**src/rtl/spi_master_pkg.sv**
```systemverilog
// spi_master_pkg: shared states, transfer direction and SPI mode constants for spi_master_xfer.
package spi_master_pkg;

    typedef enum logic [2:0] {
        IDLE,
        WAIT_RDY,
        SETUP,
        SHIFT,
        HOLD,
        DONE
    } state_t;

    typedef enum logic {
        SPI_WR = 1'b0,
        SPI_RD = 1'b1
    } rw_t;

    localparam logic CPOL = 1'b0;
    localparam logic CPHA = 1'b0;

    function automatic logic is_active(input state_t s);
        return s == SETUP || s == SHIFT || s == HOLD;
    endfunction

endpackage

```
**src/rtl/spi_clk_div.sv**
```systemverilog
// spi_clk_div: half-period divider producing tick, sclk rise/fall strobes and the sclk level.
module spi_clk_div #(
    parameter int DIV = 8
) (
    input  logic clk,
    input  logic n_rst,
    input  logic en,
    input  logic clr,
    input  logic shift_en,
    output logic tick,
    output logic rise,
    output logic fall,
    output logic sclk
);

    localparam int CW = DIV > 1 ? $clog2(DIV) : 1;

    logic [CW-1:0] cnt_q;

    assign tick = en && cnt_q == CW'(DIV - 1);
    assign rise = tick && shift_en && !sclk;
    assign fall = tick && shift_en && sclk;

    always_ff @(posedge clk) begin
        if (!n_rst || clr) begin
            cnt_q <= '0;
            sclk  <= 1'b0;
        end else if (en) begin
            cnt_q <= tick ? '0 : cnt_q + 1'b1;
            if (tick && shift_en)
                sclk <= ~sclk;
        end
    end

endmodule

```
**src/rtl/spi_master_xfer.sv**
```systemverilog
// spi_master_xfer: mode-0 SPI master, TX_BITS writes / RX_BITS reads, MSB first.
// Define SPI_MASTER_RDY_WAIT_EN to hold reads in WAIT_RDY until data_ready_in is seen.
import spi_master_pkg::*;

module spi_master_xfer #(
    parameter int CLK_DIV = 8,
    parameter int TX_BITS = 8,
    parameter int RX_BITS = 16
) (
    input  logic               clk,
    input  logic               n_rst,
    input  logic               start_in,
    input  logic               rw_in,
    input  logic [TX_BITS-1:0] tx_data_in,
    input  logic               MISO_in,
    input  logic               data_ready_in,
    output logic               sclk_out,
    output logic               SS_out,
    output logic               MOSI_out,
    output logic [RX_BITS-1:0] rx_data_out,
    output logic               busy_out,
    output logic               done_out
);

    localparam int CW = $clog2(RX_BITS + 1);

    state_t             state_q, state_d;
    rw_t                rw_q, rw_d;
    logic [TX_BITS-1:0] tx_q, tx_d;
    logic [RX_BITS-1:0] rx_sh_q, rx_sh_d;
    logic [RX_BITS-1:0] rx_data_q, rx_data_d;
    logic [CW-1:0]      bit_cnt_q, bit_cnt_d;
    logic               mosi_q, mosi_d;
    logic [1:0]         miso_ff;
    logic               miso_s;
    logic               div_en, tick, rise, fall, sclk;
    logic [CW-1:0]      n_bits;

    always_ff @(posedge clk) begin
        if (!n_rst)
            miso_ff <= '0;
        else
            miso_ff <= {miso_ff[0], MISO_in};
    end
    assign miso_s = miso_ff[1];

`ifdef SPI_MASTER_RDY_WAIT_EN
    logic [1:0] rdy_ff;
    logic       rdy_s;
    always_ff @(posedge clk) begin
        if (!n_rst)
            rdy_ff <= '0;
        else
            rdy_ff <= {rdy_ff[0], data_ready_in};
    end
    assign rdy_s = rdy_ff[1];
`else
    logic unused_rdy;
    assign unused_rdy = data_ready_in;
`endif

    assign div_en = is_active(state_q);

    spi_clk_div #(.DIV(CLK_DIV)) u_div (
        .clk      (clk),
        .n_rst    (n_rst),
        .en       (div_en),
        .clr      (!div_en),
        .shift_en (state_q == SHIFT),
        .tick     (tick),
        .rise     (rise),
        .fall     (fall),
        .sclk     (sclk)
    );

    assign n_bits = rw_q == SPI_RD ? CW'(RX_BITS) : CW'(TX_BITS);

    always_ff @(posedge clk) begin
        if (!n_rst) begin
            state_q   <= IDLE;
            rw_q      <= SPI_WR;
            tx_q      <= '0;
            rx_sh_q   <= '0;
            rx_data_q <= '0;
            bit_cnt_q <= '0;
            mosi_q    <= 1'b0;
        end else begin
            state_q   <= state_d;
            rw_q      <= rw_d;
            tx_q      <= tx_d;
            rx_sh_q   <= rx_sh_d;
            rx_data_q <= rx_data_d;
            bit_cnt_q <= bit_cnt_d;
            mosi_q    <= mosi_d;
        end
    end

    always_comb begin
        state_d   = state_q;
        rw_d      = rw_q;
        tx_d      = tx_q;
        rx_sh_d   = rx_sh_q;
        rx_data_d = rx_data_q;
        bit_cnt_d = bit_cnt_q;
        mosi_d    = mosi_q;
        case (state_q)
            IDLE: if (start_in) begin
                rw_d      = rw_t'(rw_in);
                tx_d      = tx_data_in;
                rx_sh_d   = '0;
                bit_cnt_d = '0;
                mosi_d    = !rw_in && tx_data_in[TX_BITS-1];
`ifdef SPI_MASTER_RDY_WAIT_EN
                state_d   = rw_in ? WAIT_RDY : SETUP;
`else
                state_d   = SETUP;
`endif
            end
`ifdef SPI_MASTER_RDY_WAIT_EN
            WAIT_RDY: if (rdy_s) state_d = SETUP;
`endif
            SETUP: if (tick) state_d = SHIFT;
            SHIFT: begin
                if (rise) begin
                    bit_cnt_d = bit_cnt_q + 1'b1;
                    if (rw_q == SPI_RD)
                        rx_sh_d = {rx_sh_q[RX_BITS-2:0], miso_s};
                end
                if (fall) begin
                    tx_d   = tx_q << 1;
                    mosi_d = rw_q == SPI_WR && tx_q[TX_BITS-2];
                    if (bit_cnt_q == n_bits)
                        state_d = HOLD;
                end
            end
            // rx_data_out is loaded on entry to DONE so it is valid alongside done_out
            HOLD: if (tick) begin
                state_d = DONE;
                mosi_d  = 1'b0;
                if (rw_q == SPI_RD)
                    rx_data_d = rx_sh_q;
            end
            DONE:    state_d = IDLE;
            default: state_d = IDLE;
        endcase
    end

    assign sclk_out    = sclk ^ CPOL;
    assign SS_out      = !is_active(state_q);
    assign MOSI_out    = mosi_q;
    assign rx_data_out = rx_data_q;
    assign busy_out    = state_q != IDLE;
    assign done_out    = state_q == DONE;

endmodule

```
**config.mk**
```make
export PLATFORM = sky130hd
export DESIGN_NAME = spi_master_xfer
export DESIGN_NICKNAME = d
export VERILOG_FILES = /design/src/rtl/spi_master_pkg.sv /design/src/rtl/spi_clk_div.sv /design/src/rtl/spi_master_xfer.sv
export SDC_FILE = /design/constraint.sdc
export NUM_CORES = 1
export LEC_CHECK = 0
export BUFFER_PORTS_ARGS = -buffer_cell sky130_fd_sc_hd__buf_4
export CAP_MARGIN = 15
export CORE_ASPECT_RATIO = 0.9
export CORE_UTILIZATION = 26
export DETAILED_ROUTE_END_ITERATION = 6
export MAX_ROUTING_LAYER = met4
export PLACE_DENSITY = 0.54
export SLEW_MARGIN = 30
export SYNTH_ARGS = -nofsm -noshare
export SYNTH_HDL_FRONTEND = slang
export SYNTH_SLANG_ARGS = --single-unit
export TNS_END_PERCENT = 10
```
**constraint.sdc**
```tcl
create_clock -name clk -period 2.7 [get_ports clk]
set_input_delay 0.135 -clock clk [delete_from_list [all_inputs] [get_ports clk]]
set_output_delay 0.135 -clock clk [all_outputs]
set_load 0.02 [all_outputs]
```
# Word-level counts from Yosys, hierarchy flattened
# Index checks and enable logic that the tools add are counted.
# op_classes
add_sub_neg	2
n_mul	0
div_mod_pow	0
magnitude_cmp	0
n_eq_ne	13
shift	0
mux	22
bitwise_logic	2
reduce_logical	25
# ops
op	n
16-bit 2-to-1 mux	3
16-bit one-hot mux with 2 select lines	1
3-bit 2-to-1 mux	6
5-bit 2-to-1 mux	3
7-bit 2-to-1 mux	2
7-bit one-hot mux with 2 select lines	1
3-bit one-hot mux with 4 select lines	1
2-bit != test, second input constant	5
5-bit one-hot mux with 2 select lines	1
3-bit == test, second input constant	3
3-bit AND reduction	3
4-bit AND reduction	2
3-bit by 2-bit == test with 1-bit output, second input constant	2
1-bit logical AND	6
3-bit nonzero test	2
5-bit by 1-bit adder with 5-bit output, second input constant	1
5-bit == test	1
5-bit AND reduction	1
1-bit logical NOT	4
2-bit by 1-bit != test with 1-bit output, second input constant	2
2-bit AND reduction	2
3-bit by 1-bit adder with 3-bit output, second input constant	1
3-bit logical NOT	1
1-bit logical OR	3
other kinds (4)	7
# word_totals
regBits	55
latch_bits	0
mem_bits_rw	0
romBits	0
input_bits	14
out_inout_bits	21
elab_cells	74
n_memories	0

# Longest topological paths before layout
# Gate-level depths: netlist of run 1.
# logic_depth
depth_word	8
ltp_mapped	7
mapped_depth_nobuf	6

# Hierarchy
# Synthesis of run 1 repeated with hierarchy kept, for this count alone.
# hier_totals
hier_cells	287
hier_area_um2	2413.6
# by_module_without_submodules
module	instances	cells_per_inst	area_each_um2	seq_area_each_um2
spi_master_xfer	1	264	2193.4	1021.0
spi_clk_div	1	23	220.2	80.1

# Worst setup path before layout of run 1
# Ideal clock, no wire load.
# synth_path
path_type	flip-flop to flip-flop
startpoint	register u_div.cnt_q[0]
endpoint	register rx_sh_q[10]
setup_ps	75
arrival_time_ps	1617
required_time_ps	2625
slack_ps	1008
stages_incl_launch_ff	8
path_buffers	2
synth_period_minus_slack_ps	1692
cell_sequence	dfxtp_1 > ha_1 > ha_1 > nand4b_2 > or3b_1 > clkbuf_1 > buf_2 > o22ai_1
# synth_between
elab_chain_len	6
# synth_lines
item	line_no	source
start, declared	spi_clk_div.sv:18	logic [CW-1:0] cnt_q;
start signal, assigned	spi_clk_div.sv:29	cnt_q <= tick ? '0 : cnt_q + 1'b1;
3-bit == test	spi_clk_div.sv:20	assign tick = en && cnt_q == CW'(DIV - 1);
1-bit logical AND	spi_clk_div.sv:20	
1-bit logical AND (2 in series)	spi_clk_div.sv:21	assign rise = tick && shift_en && !sclk;
2-bit != test (no line)	n/a	
4-bit AND reduction (no line)	n/a	
end signal, assigned	spi_master_xfer.sv:91	rx_sh_q <= rx_sh_d;
end, declared	spi_master_xfer.sv:30	logic [RX_BITS-1:0] rx_sh_q, rx_sh_d;
# No other way between the ends.
# A chain may end at the register's enable or synchronous reset.

# Worst setup path in the final report of run 1
# layout_path
startpoint	register u_div.cnt_q[0]
endpoint	register rx_sh_q[1]
# The elaborated chain is that of the path after synthesis.

==> results of run 1 <==
state kept, by name, indices dropped and copies added, names as in the netlist:
name	cells
rw_q	1
miso_ff	2
rx_data_out	16
u_div.sclk	1
tx_q	7
rx_sh_q	16
state_q	3
MOSI_out	1
u_div.cnt_q	3
bit_cnt_q	5
through the flow:
step	instance area, sq um	worst slack [ps]	std cells	total power [mW]	utilization, %
4_1_cts	2694	500.2	408	1.403	31.59
6_report	2694	503.0	408	1.385	31.59
3_5_place_dp	2609	522.4	400	0.9617	30.59
5_1_grt	2694	365.6	408	1.441	31.59
3_3_place_gp	2609	582.4	400	0.9606	30.59
2_1_floorplan	2280	1008	262	0.9309	-
cell families (layout without fill, tap and decap cells):
group,after synthesis,count (layout)
xor+xnor,3,3
buf+inv,22,49
simple gates,114,114
mux,5,5
compound gates,59,59
flops,55,55
fa+ha+maj,4,4
critical path, cell delays in order, from the launching register on:
cell and delay, ps:
sky130_fd_sc_hd__dfxtp_1 340, sky130_fd_sc_hd__ha_1 150, sky130_fd_sc_hd__ha_1 430, sky130_fd_sc_hd__nand4b_2 280
sky130_fd_sc_hd__or3b_1 670, sky130_fd_sc_hd__o22ai_1 250
routing by layer:
metal / share of wire [%] / wire, um / GRT usage, % / up-vias
met4: 0.89 / 42 / 3.261 / 0
met2: 44 / 2101 / 17.07 / 24
li1: - / - / - / 958
met3: 2.8 / 131 / 2.090 / 4
met1: 52 / 2455 / 14.99 / 861
met5: 0 / 0 / - / -
worst max-delay path by stage:
stage | start | to | slack [ps] | depth (start not counted)
floorplan | u_div.cnt_q[0] | rx_sh_q[10] | 1010 | 7
global placement | u_div.cnt_q[0] | rx_sh_q[15] | 580 | 5
detailed placement | u_div.cnt_q[0] | rx_sh_q[1] | 520 | 5
CTS | u_div.cnt_q[0] | rx_sh_q[1] | 500 | 5
global route | u_div.cnt_q[0] | rx_sh_q[15] | 370 | 5
finish | u_div.cnt_q[0] | rx_sh_q[1] | 500 | 5
cell usage in the layout (no fill, tap or decap), types with 2 or more instances in the layout:
cell type,Yosys,routed
sky130_fd_sc_hd__a21boi_0,2,2
sky130_fd_sc_hd__and2_1,3,3
sky130_fd_sc_hd__nand2b_1,3,3
sky130_fd_sc_hd__buf_4,2,36
sky130_fd_sc_hd__mux2i_1,4,4
sky130_fd_sc_hd__o21ai_0,3,3
sky130_fd_sc_hd__a311oi_1,6,6
sky130_fd_sc_hd__or3b_1,2,2
sky130_fd_sc_hd__ha_1,4,4
sky130_fd_sc_hd__dfxtp_1,55,55
sky130_fd_sc_hd__o22ai_1,16,16
sky130_fd_sc_hd__nand3_1,3,3
sky130_fd_sc_hd__nand4_1,2,2
sky130_fd_sc_hd__clkbuf_8,0,5
sky130_fd_sc_hd__o21a_1,2,2
sky130_fd_sc_hd__a211oi_1,3,3
sky130_fd_sc_hd__nor3b_1,2,2
sky130_fd_sc_hd__nor2_1,19,19
sky130_fd_sc_hd__inv_1,4,4
sky130_fd_sc_hd__nor2b_1,2,2
sky130_fd_sc_hd__nand2_1,68,68
sky130_fd_sc_hd__a21oi_1,19,19
sky130_fd_sc_hd__xnor2_1,3,3
final cells by class:
cell class | instances | area (sq um) | share of cell area [%]
timing repair buffer | 36 | 270.3 | 10.03
clock inverter | 2 | 12.51 | 0.4645
sequential | 55 | 1101 | 40.87
tap | 119 | 148.9 | 5.527
multi-input combinational | 185 | 1070 | 39.71
clock buffer | 6 | 72.57 | 2.694
inverter | 5 | 18.77 | 0.6967
power by group:
group / switching, mW / internal, mW / leakage (nW)
Sequential: 0.0147 / 0.826 / 0.446
Combinational: 0.0590 / 0.0426 / 0.507
Clock: 0.260 / 0.182 / 0.0412
Total: 0.334 / 1.05 / 0.994
==> results, run 1 <==
- The run finished with clean final reports.
- The net count after synthesis is 280.
- In this run the tightest slew margin relative to its limit is 60.87%.
- The leakage power summed over all cells is 0.9940 nW.
- The first global-routing pass estimated 8086 um of wire.
- Of the total synthesized cell area, the portion taken by AND, OR, NAND and NOR gates is 23.49%.
- The total of flip-flops plus latches after synthesis is 55.
- For the worst flop-to-flop path, the logic depth is 5.
- The initial utilization of the core area, before any placement, comes to 26.73%.
- TritonCTS built the clock tree.
- In this run the critical register-to-register path is captured at rx_sh_q[1].
- Setup violations remaining at the end of the flow were counted as 0.
- The cell row count is 32.
- The startpoint of the most critical register-to-register path is u_div.cnt_q[0].
- Of the cells placed in the final design, the portion with a size suffix greater than 1 is 17.65%.
- After synthesis, the share of flip-flops with an asynchronous set or reset is 0%.
- The power density over the cells is 514.0 mW/mm^2.
- The count of nets left with antenna violations once routing finished came out at 0.
- During placement, the flow inserted port buffers numbering 33.
- For this block, the routed nets add up to 4730 um of wire.
- The portion of the post-synthesis area used by sequential elements is 48.30%.
- The largest buffer count on any clock path is 2.
- The compound-gate portion of the synthesized area is 17.84%.
- The part of the cycle the worst path needs is 81.37%.
- The floorplan step defined a core boundary enclosing 0.008528 sq mm.
- The number of max-cap violations is 0.
- The synthesis-to-finish area growth is 18.17%.
- IR analysis of the VDD net gives a maximum drop of 0.0001953 V.
- The number of clock buffers inserted by TritonCTS is 5.
- The worst hold-check slack is 39.97 ps.
- The top fanout value on the critical path is 16.
- The sum of net half-perimeters after detailed placement is 3239 um.
- The chip width is 100.7 um.
- The worst endpoint required time is 2930 ps.
- Setup repair after global routing left no endpoint under its margin.
- The count of inserted antenna diode cells is 0.
- The time the final worst path needs with I/O delays and setup is 2197 ps.
- The number of global-route vias before repair was 1729.
- The path with the worst hold slack has its endpoint at miso_ff[0].
- The number of clock sinks is 55.
- The initial antenna violation count is 0.
- After clock tree synthesis, the clock-pin slew on the worst setup and hold paths is 100 ps.
- After synthesis, the largest family of logic cells by area is simple AND/OR/NAND/NOR gates.
- The class of the most critical hold timing path is primary input to flop.
- The total setup buffers inserted after CTS is 0.
- The post-layout net count is 306.
- The flip-flop cell with the highest count after synthesis is sky130_fd_sc_hd__dfxtp_1.
- Of the post-synthesis cell area, the part taken by muxes is 2.250%.
- The number of violations reported at the end of detailed-routing iteration 0 is 92.
- Data on the critical path arrives at its endpoint at 2430 ps.
- Each instance of the synthesized netlist takes up on average 8.701 sq um.
- The worst setup path is captured at a flop.
- The highest attainable clock frequency is 0.4552 GHz.
- Fill cells in the final layout number 919.
- The total global routing overflow is 0.
- Post-CTS repair changed the size of 0 cells.
- The hold path startpoint is MISO_in.
- The number of flops mapped to enable cells by yosys is 0.
- In the routed layout, each cell is associated on average with a via count of 4.527.
- The synthesized netlist devotes 2.195% of its cell area to adder and majority cells.
- After detailed routing, the average wire length per cell comes to 11.59 um.
- The number of pins with negative max-slew slack in the final report was 0.
- The number of iterations in the first detailed-routing pass is 5.
- The clock network latency to the later pin of the worst-skew pair is 310 ps.
- The total negative setup slack is 0 ps.
- The parity-gate share of the synthesized area counting xor and xnor cells is 1.153%.
- The count of synthesis-stage warnings from yosys is 0.
- Global routing used 11.18% of the available tracks across all layers.
- The final weighted congestion in routability-driven placement is 0.7002.
- The cell count after synthesis is 262.
- Ranked by instance count, the synthesized netlist is headed by 68 x sky130_fd_sc_hd__nand2_1, 55 x sky130_fd_sc_hd__dfxtp_1, 19 x sky130_fd_sc_hd__a21oi_1, 19 x sky130_fd_sc_hd__nor2_1, 16 x sky130_fd_sc_hd__o22ai_1.
- The synthesized netlist occupies a cell area of 0.002280 sq mm.
- sky130_fd_sc_hd__dfxtp_1 takes more of the synthesized area than any other cell.
- The top cell type by area accounts for 48.30% of the synthesized area.
- On the final layout, the worst clock skew is 7.555 ps.
- The worst setup path is launched from a flop.
- In the post-synthesis netlist, the biggest area contributors are sky130_fd_sc_hd__dfxtp_1 48%, sky130_fd_sc_hd__nand2_1 11%, sky130_fd_sc_hd__o22ai_1 4.4%.
- Synthesis instantiated 45 different standard cells from the library.
- Entering global routing, the biggest net connects 27 pins.
- CTS built an H-tree with a depth of 2.
- Along the worst hold path, the cell count comes to 2.
- The critical path is of the flop to flop type.
- The final-report hold violation count is 0.
- The floorplan step set the die height to 90.83 um.
- In the routed design, unresolved DRC markers number 0.
- The root buffer selected by CTS is sky130_fd_sc_hd__clkbuf_8.
- The number of hold buffers added after CTS is 0.
- The slack of the worst reg-to-reg path is 500 ps.
- The most instantiated library cell after synthesis is sky130_fd_sc_hd__nand2_1.
- The overall die area is 0.009147 sq mm.
- The top-level I/O count is 35.
- The via count of the routed design is 1847.
- The actual slew at the worst max-slew pin is 584.8 ps.
Note: power is estimated with default switching activity, not from simulation.
==> run 2: changes to the inputs <==
clock period = 2.2 ns   (was 2.7 ns; I/O delays follow)
==> run 2 against run 1 <==
Sequential share of layout area down 0.60 points; critical path type unchanged; register-to-register slack worse by 210 ps; largest cell class unchanged; wire length up 2.5%; critical endpoint is now tx_q[2]; sequential power up 22%; largest power group unchanged; combinational power up 24%; setup slack worse by 210 ps; hold slack worse by 14 ps; non-clock buffer count up 4.
==> results, run 2 (synthesized netlist as in run 1, its figures left out) <==
- The count of unresolved DRC violations after routing is 0.
- The clock network latency to the later pin of the worst-skew pair is 300 ps.
- The time the final worst path needs with I/O delays and setup is 1902 ps.
- The run finished with clean final reports.
- Summed over all layers, the routed wires come to 4848 um.
- The initial antenna violation count is 0.
- The final cell count without fillers is 412.
- The number of clock buffers inserted by TritonCTS is 5.
- The final weighted congestion in routability-driven placement is 0.7317.
- The most used cell along the critical path is sky130_fd_sc_hd__ha_1.
- STA classifies the critical path endpoint as a flop.
- The number of instances in the placed design is 404.
- In this run the tightest slew margin relative to its limit is 62.19%.
- The H-tree was split into 2 levels.
- Clock skew on the completed layout was measured at 3.146 ps.
- The number of global-route vias before repair is 1770.
- After global routing the overflow that remains totals 0.
- The first TritonRoute pass finished after 4 iterations.
- The die boundary height is 90.83 um.
- The total setup buffers inserted after CTS is 0.
- The worst hold path terminates at miso_ff[0].
- After layout, the worst path uses 86.47% of the clock period.
- The post-layout net count is 310.
- The filler cells instantiated in the layout total 922.
- Along the worst path, the maximum fanout reaches 16.
- The largest net degree at the start of global routing is 27.
- Across every metal layer, demand over resource in global routing totals 11.53%.
- Setup violations remaining at the end of the flow were counted as 0.
- The class of the most critical hold timing path is primary input to flop.
- The actual slew at the worst max-slew pin is 567.1 ps.
- Leaving out fill and tap cells, the most frequent cell in the layout is sky130_fd_sc_hd__nand2_1.
- The final-report hold violation count came to 0.
- The count of inserted antenna diode cells is 0.
- IR analysis of the VDD net gives a maximum drop of 0.0002758 V.
- The routed wire length per instance is 11.77 um.
- The worst hold-check slack is 26.32 ps.
- In the layout the commonest cells are 68 x sky130_fd_sc_hd__nand2_1, 55 x sky130_fd_sc_hd__dfxtp_1, 40 x sky130_fd_sc_hd__buf_4, 19 x sky130_fd_sc_hd__nor2_1, 19 x sky130_fd_sc_hd__a21oi_1.
- TritonCTS built the clock tree.
- The die is 100.7 um wide.
- The highest attainable clock frequency is 0.5257 GHz.
- For this block, the via count after detailed routing is 1875.
- The total negative setup slack is 0 ps.
- In this run the count of I/O pins placed on the die edge is 35.
- The worst register-to-register path has a depth of 7.
- The global-route wire length before repair is 8273 um.
- The total of buffers placed on input and output ports is 33.
- The number of hold buffers added after CTS was 0.
- The cell row count is 32.
- For this configuration, the core starts out at a cell density of 26.73%.
- Counting along the longest clock path gives a buffer depth of 2.
- Setup repair after global routing left no endpoint under its margin.
- In this design, the stage delay of the slowest critical-path cell is 430 ps.
- In this run the standard cell core region covers 0.008528 sq mm.
- Clock-pin slew was measured on the worst setup and hold paths at 100 ps.
- The detail route stage leaves a number of antenna-violating nets equal to 0.
- Across the run, the number of max-cap violations was 0.
- The worst setup path is of the flop to flop kind.
- The slowest stage of the critical path belongs to the cell sky130_fd_sc_hd__a21oi_4.
- The worst endpoint required time is 2410 ps.
- In the routed layout, each cell is associated on average with a via count of 4.551.
- Setup slack on the worst reg-to-reg path comes out at 300 ps.
- The clock drives 55 sinks.
- The endpoint arrival time on the critical path is 2120 ps.
- The kind of start point of the critical path is a flop.
- Power spread over the standard cell area amounts to 635.9 mW/mm^2.
- The share of post-route cells with drive strength above 1 is 18.77%.
- The critical path goes through ha_1, ha_1, buf_4, nand4_1, a21oi_4, nor2_1, a311oi_1.
- The number of pins with negative max-slew slack in the final report is 0.
- CTS placed an instance of sky130_fd_sc_hd__clkbuf_8 at the clock tree root.
- The synthesis-to-finish area growth is 19.92%.
- The sum of internal, switching and leakage power is 1.738 mW.
- The worst hold path cell count is 2.
- The hold path startpoint is MISO_in.
- The number of violations reported at the end of detailed-routing iteration 0 is 83.
- In this run the critical register-to-register path is captured at tx_q[2].
- The leakage power summed over all cells is 1.023 nW.
- The overall die area is 0.009147 sq mm.
- The number of resized instances in the post-cts repair step is 0.
- The startpoint of the most critical register-to-register path is u_div.cnt_q[0].
- Summed over all nets, the half-perimeter wirelength after detailed placement is 3355 um.
## run 2: cell count changes in the layout (fill, tap and decap cells not counted), sizes merged
cell and delta:
clkbuf +1, clkinvlp -1, buf +4
## run 2: power by group
group | switching, mW | internal, mW
registers | 0.0187 | 1.01
clock network | 0.322 | 0.259
logic | 0.0730 | 0.0526
## run 2: worst max path at each step
stage,from,endpoint,cells past startpoint
after detailed placement,u_div.cnt_q[0],tx_q[2],7
after global placement,u_div.cnt_q[0],rx_sh_q[15],5
after floorplan,u_div.cnt_q[0],rx_sh_q[10],7
after CTS,u_div.cnt_q[0],tx_q[2],7
after global routing,u_div.cnt_q[0],tx_q[2],7
final,u_div.cnt_q[0],tx_q[2],7
## run 2: worst max-delay path: cells and delay by family, from the launching register on
family	cells	cell delay, ps
AND/OR/NAND/NOR	2	250
buffers and inverters	1	190
flip-flops	1	340
AO/OA/AOI/OAI	2	690
adder cells (fa/ha/maj)	2	350
## run 2: layout make-up
class	count	area, sq um	area share, %
sequential	55	1101	40.27
multi-input combinational	185	1070	39.13
timing repair buffer	40	300.3	10.98
tap	119	148.9	5.446
clock buffer	7	86.33	3.158
inverter	5	18.77	0.6865
clock inverter	1	8.758	0.3204
## run 2: metrics by stage
| stage | util [%] | setup slack (ps) | cell area [sq um] |
|---|---|---|---|
| 2_1_floorplan | - | 508.4 | 2280 |
| 3_3_place_gp | 30.94 | 342.1 | 2639 |
| 5_1_grt | 32.06 | 86.12 | 2734 |
| 4_1_cts | 32.06 | 285.6 | 2734 |
| 3_5_place_dp | 30.94 | 310.8 | 2639 |
| 6_report | 32.06 | 297.7 | 2734 |
## run 2: layer usage
metal / share of wire, % / global-route usage [%]
met1: 50 / 15.40
met2: 46 / 17.92
met3: 2.8 / 2.090
met4: 0.91 / 2.899
met5: 0 / -
==> run 3: changes to the inputs <==
CTS_BUF_LIST = sky130_fd_sc_hd__clkbuf_4   (was unset)
==> run 3 against run 2 <==
Hold slack better by 74 ps; sequential share of layout area down 0.76 points; clock power shrank 23%; maximum frequency decreased by 0.38%; clock skew rose by 0.72 ps; sequential power barely moved; final area increased by 1.9%; global-route usage increased by 0.17 points; die area unchanged; non-clock buffer count rose by 9; count of clock-buffer cells in the layout fell by 1; critical path type unchanged; highest routed layer unchanged.
==> results, run 3 (synthesized netlist as in run 1, its figures left out) <==
- The detailed router placed 1901 vias in this run.
- The cell-internal power is 1.216 mW.
- The count of inserted antenna diode cells is 0.
- Per report_power, the clock group accounts for 27.5% of the total.
- On the critical path, the stage with the largest delay is an instance of sky130_fd_sc_hd__a21oi_4.
- The sum of net half-perimeters after detailed placement is 3355 um.
- The flip-flop and latch area is 0.001101 sq mm.
- The worst endpoint required time is 2480 ps.
- Across the VDD grid, the largest voltage drop is 0.0002127 V.
- The number of iterations in the first detailed-routing pass is 4.
- After the last flow step, the layout net total stands at 319.
- Summed over all failing endpoints, the final setup total negative slack is 0 ps.
- The hold path startpoint is n_rst.
- After floorplanning, the core was divided into 32 placement rows.
- Setup repair after global routing left no endpoint under its margin.
- The path type of the worst setup path is flop to flop.
- Setup violations remaining at the end of the flow were counted as 0.
- The number of violations reported at the end of detailed-routing iteration 0 is 78.
- The sum of internal, switching and leakage power is 1.617 mW.
- Counting stages on the worst path, the most repeated cell is sky130_fd_sc_hd__ha_1.
- Port buffering added 33 buffers.
- The area occupied by multi-input gates is 0.001070 sq mm.
- The endpoint of the worst hold path is state_q[2].
- The share of post-route cells with drive strength above 1 is 18.21%.
- The switching fraction of total power is 24.79%.
- The total routing usage reported by global routing is 11.69%.
- The chip width is 100.7 um.
- The final-report hold violation count was 0.
- Headroom to the max-slew limit came out at 62.74%.
- Fill cells in the final layout number 918.
- The routed design could run at a clock period as short as 1910 ps.
- The number of max-cap violations is 0.
- The endpoint identified for the worst register-to-register timing path is tx_q[2].
- Static timing analysis puts the maximum clock frequency at 0.5237 GHz.
- The die covers 0.009147 sq mm.
- In the routed layout, each cell is associated on average with a via count of 4.515.
- The number of global-route vias before repair is 1824.
- In this run the deepest clock path goes through 2 buffers.
- The clock arrives with 3.864 ps of skew.
- The cell sitting at the root of the clock tree is a sky130_fd_sc_hd__clkbuf_4.
- Data arrives at the worst endpoint at 2190 ps.
- The clock transition at the register clock pins on the worst setup and hold paths after CTS is 150 ps.
- The delay of the slowest critical-path stage is 430 ps.
- The final critical path takes up 86.80% of the cycle.
- Clock tree synthesis found a total of 55 sinks.
- In the layout the commonest cells are 68 x sky130_fd_sc_hd__nand2_1, 55 x sky130_fd_sc_hd__dfxtp_1, 40 x sky130_fd_sc_hd__buf_4, 19 x sky130_fd_sc_hd__nor2_1, 19 x sky130_fd_sc_hd__a21oi_1.
- The largest net degree at the start of global routing is 27.
- The kind of start point of the critical path is a flop.
- The worst hold path passes through 2 cells.
- The tightest min-delay check is of the primary input to flop type.
- The clock reaches the later pin of the worst-skew pair after 360 ps.
- The power density over the cells is 580.1 mW/mm^2.
- For this design the total switching power over the nets is 0.4008 mW.
- The leakage power summed over all cells is 1.045 nW.
- The worst setup path is captured at a flop.
- In the routed design, unresolved DRC markers number 0.
- The run finished with clean final reports.
- Among cell families on the critical path, the largest total delay comes from compound AO/OA/AOI/OAI gates.
- The sequential share of power is 64.0%.
- At the pin with the least slew margin, the transition time is 558.9 ps.
- The library cell used most frequently in the layout, excluding fill and tap cells, is sky130_fd_sc_hd__nand2_1.
- The total wire length is 4859 um.
- The startpoint identified for the worst register-to-register timing path is u_div.cnt_q[0].
- In the final routed layout, each cell accounts on average for 11.54 um.
- In this run the standard cell core region covers 0.008528 sq mm.
- The slack of the worst reg-to-reg path is 290 ps.
- During I/O placement, the number of pins put on the boundary was 35.
- The first global-routing pass estimated 8411 um of wire.
- The top fanout value on the critical path is 16.
- The number of H-tree levels is 2.
- Global routing finished with a remaining overflow of 0.
- The area growth from synthesis to layout is 22.23%.
- The number of pins with negative max-slew slack in the final report came to 0.
- At the end of routability-driven placement, the weighted congestion stood at 0.7317.
- The initial antenna violation count came to 0.
- Clock tree synthesis inserted a total of 5 buffers.
- The cell count of the worst reg-to-reg path is 7.
- Walking the worst path, the cells encountered are ha_1, ha_1, buf_4, nand4_1, a21oi_4, nor2_1, a311oi_1.
- Together, buffers and inverters on the worst path number 1.
- Combinational logic is responsible for 8.5% of the overall power.
- The die is 90.83 um tall.
- TritonCTS built the clock tree.
- For this configuration, the core starts out at a cell density of 26.73%.
- The post-route antenna net violation count is 0.
==> run 3: cell type report <==
class	instances	area share (%)
sequential	55	39.52
multi-input combinational	185	38.39
timing repair buffer	49	14.01
tap	119	5.344
clock buffer	6	1.617
inverter	5	0.6736
clock inverter	2	0.4490
==> run 3: worst max-delay path by stage <==
stage	cells past startpoint	slack, ps	endpoint	start
final	7	290	tx_q[2]	u_div.cnt_q[0]
after global routing	7	80	tx_q[2]	u_div.cnt_q[0]
after CTS	7	270	tx_q[2]	u_div.cnt_q[0]
after detailed placement	7	310	tx_q[2]	u_div.cnt_q[0]
after global placement	5	340	rx_sh_q[15]	u_div.cnt_q[0]
after floorplan	7	510	rx_sh_q[10]	u_div.cnt_q[0]
==> run 3: repair_timing <==
| action | 4_1_cts | 5_1_grt |
|---|---|---|
| setup buffers | 0 | 0 |
| gates resized for setup | 0 | 0 |
| hold endpoints to repair | 9 | 0 |
| hold buffers | 9 | 0 |
==> run 3: power groups by stage <==
stage / Combinational (mW) / Clock (mW) / Sequential [mW]
2_1_floorplan: 0.0968 / 0 / 1.05
3_3_place_gp: 0.125 / 0 / 1.05
3_5_place_dp: 0.127 / 0 / 1.06
4_1_cts: 0.140 / 0.470 / 1.03
5_1_grt: 0.155 / 0.501 / 1.04
6_report: 0.138 / 0.445 / 1.03
==> run 3: routing by layer <==
layer	routed length, um	share of wire (%)	up-vias	GRT usage [%]
met5	0	0	-	-
met4	25	0.51	0	2.899
met3	107	2.2	2	2.090
met2	2242	46	22	18.49
met1	2484	51	892	15.40
li1	-	-	985	-
==> run 3: through the flow <==
stage / utilization (%) / hold slack [ps] / setup slack (ps) / std cells / area [sq um]
after floorplan: - / 237.3 / 508.4 / 262 / 2280
after global placement: 30.94 / 344.1 / 342.1 / 404 / 2639
after detailed placement: 30.94 / 344.3 / 310.8 / 404 / 2639
after CTS: 32.67 / 84.12 / 273.6 / 421 / 2786
after global routing: 32.67 / 96.39 / 75.54 / 421 / 2786
final: 32.67 / 100.7 / 290.5 / 421 / 2786
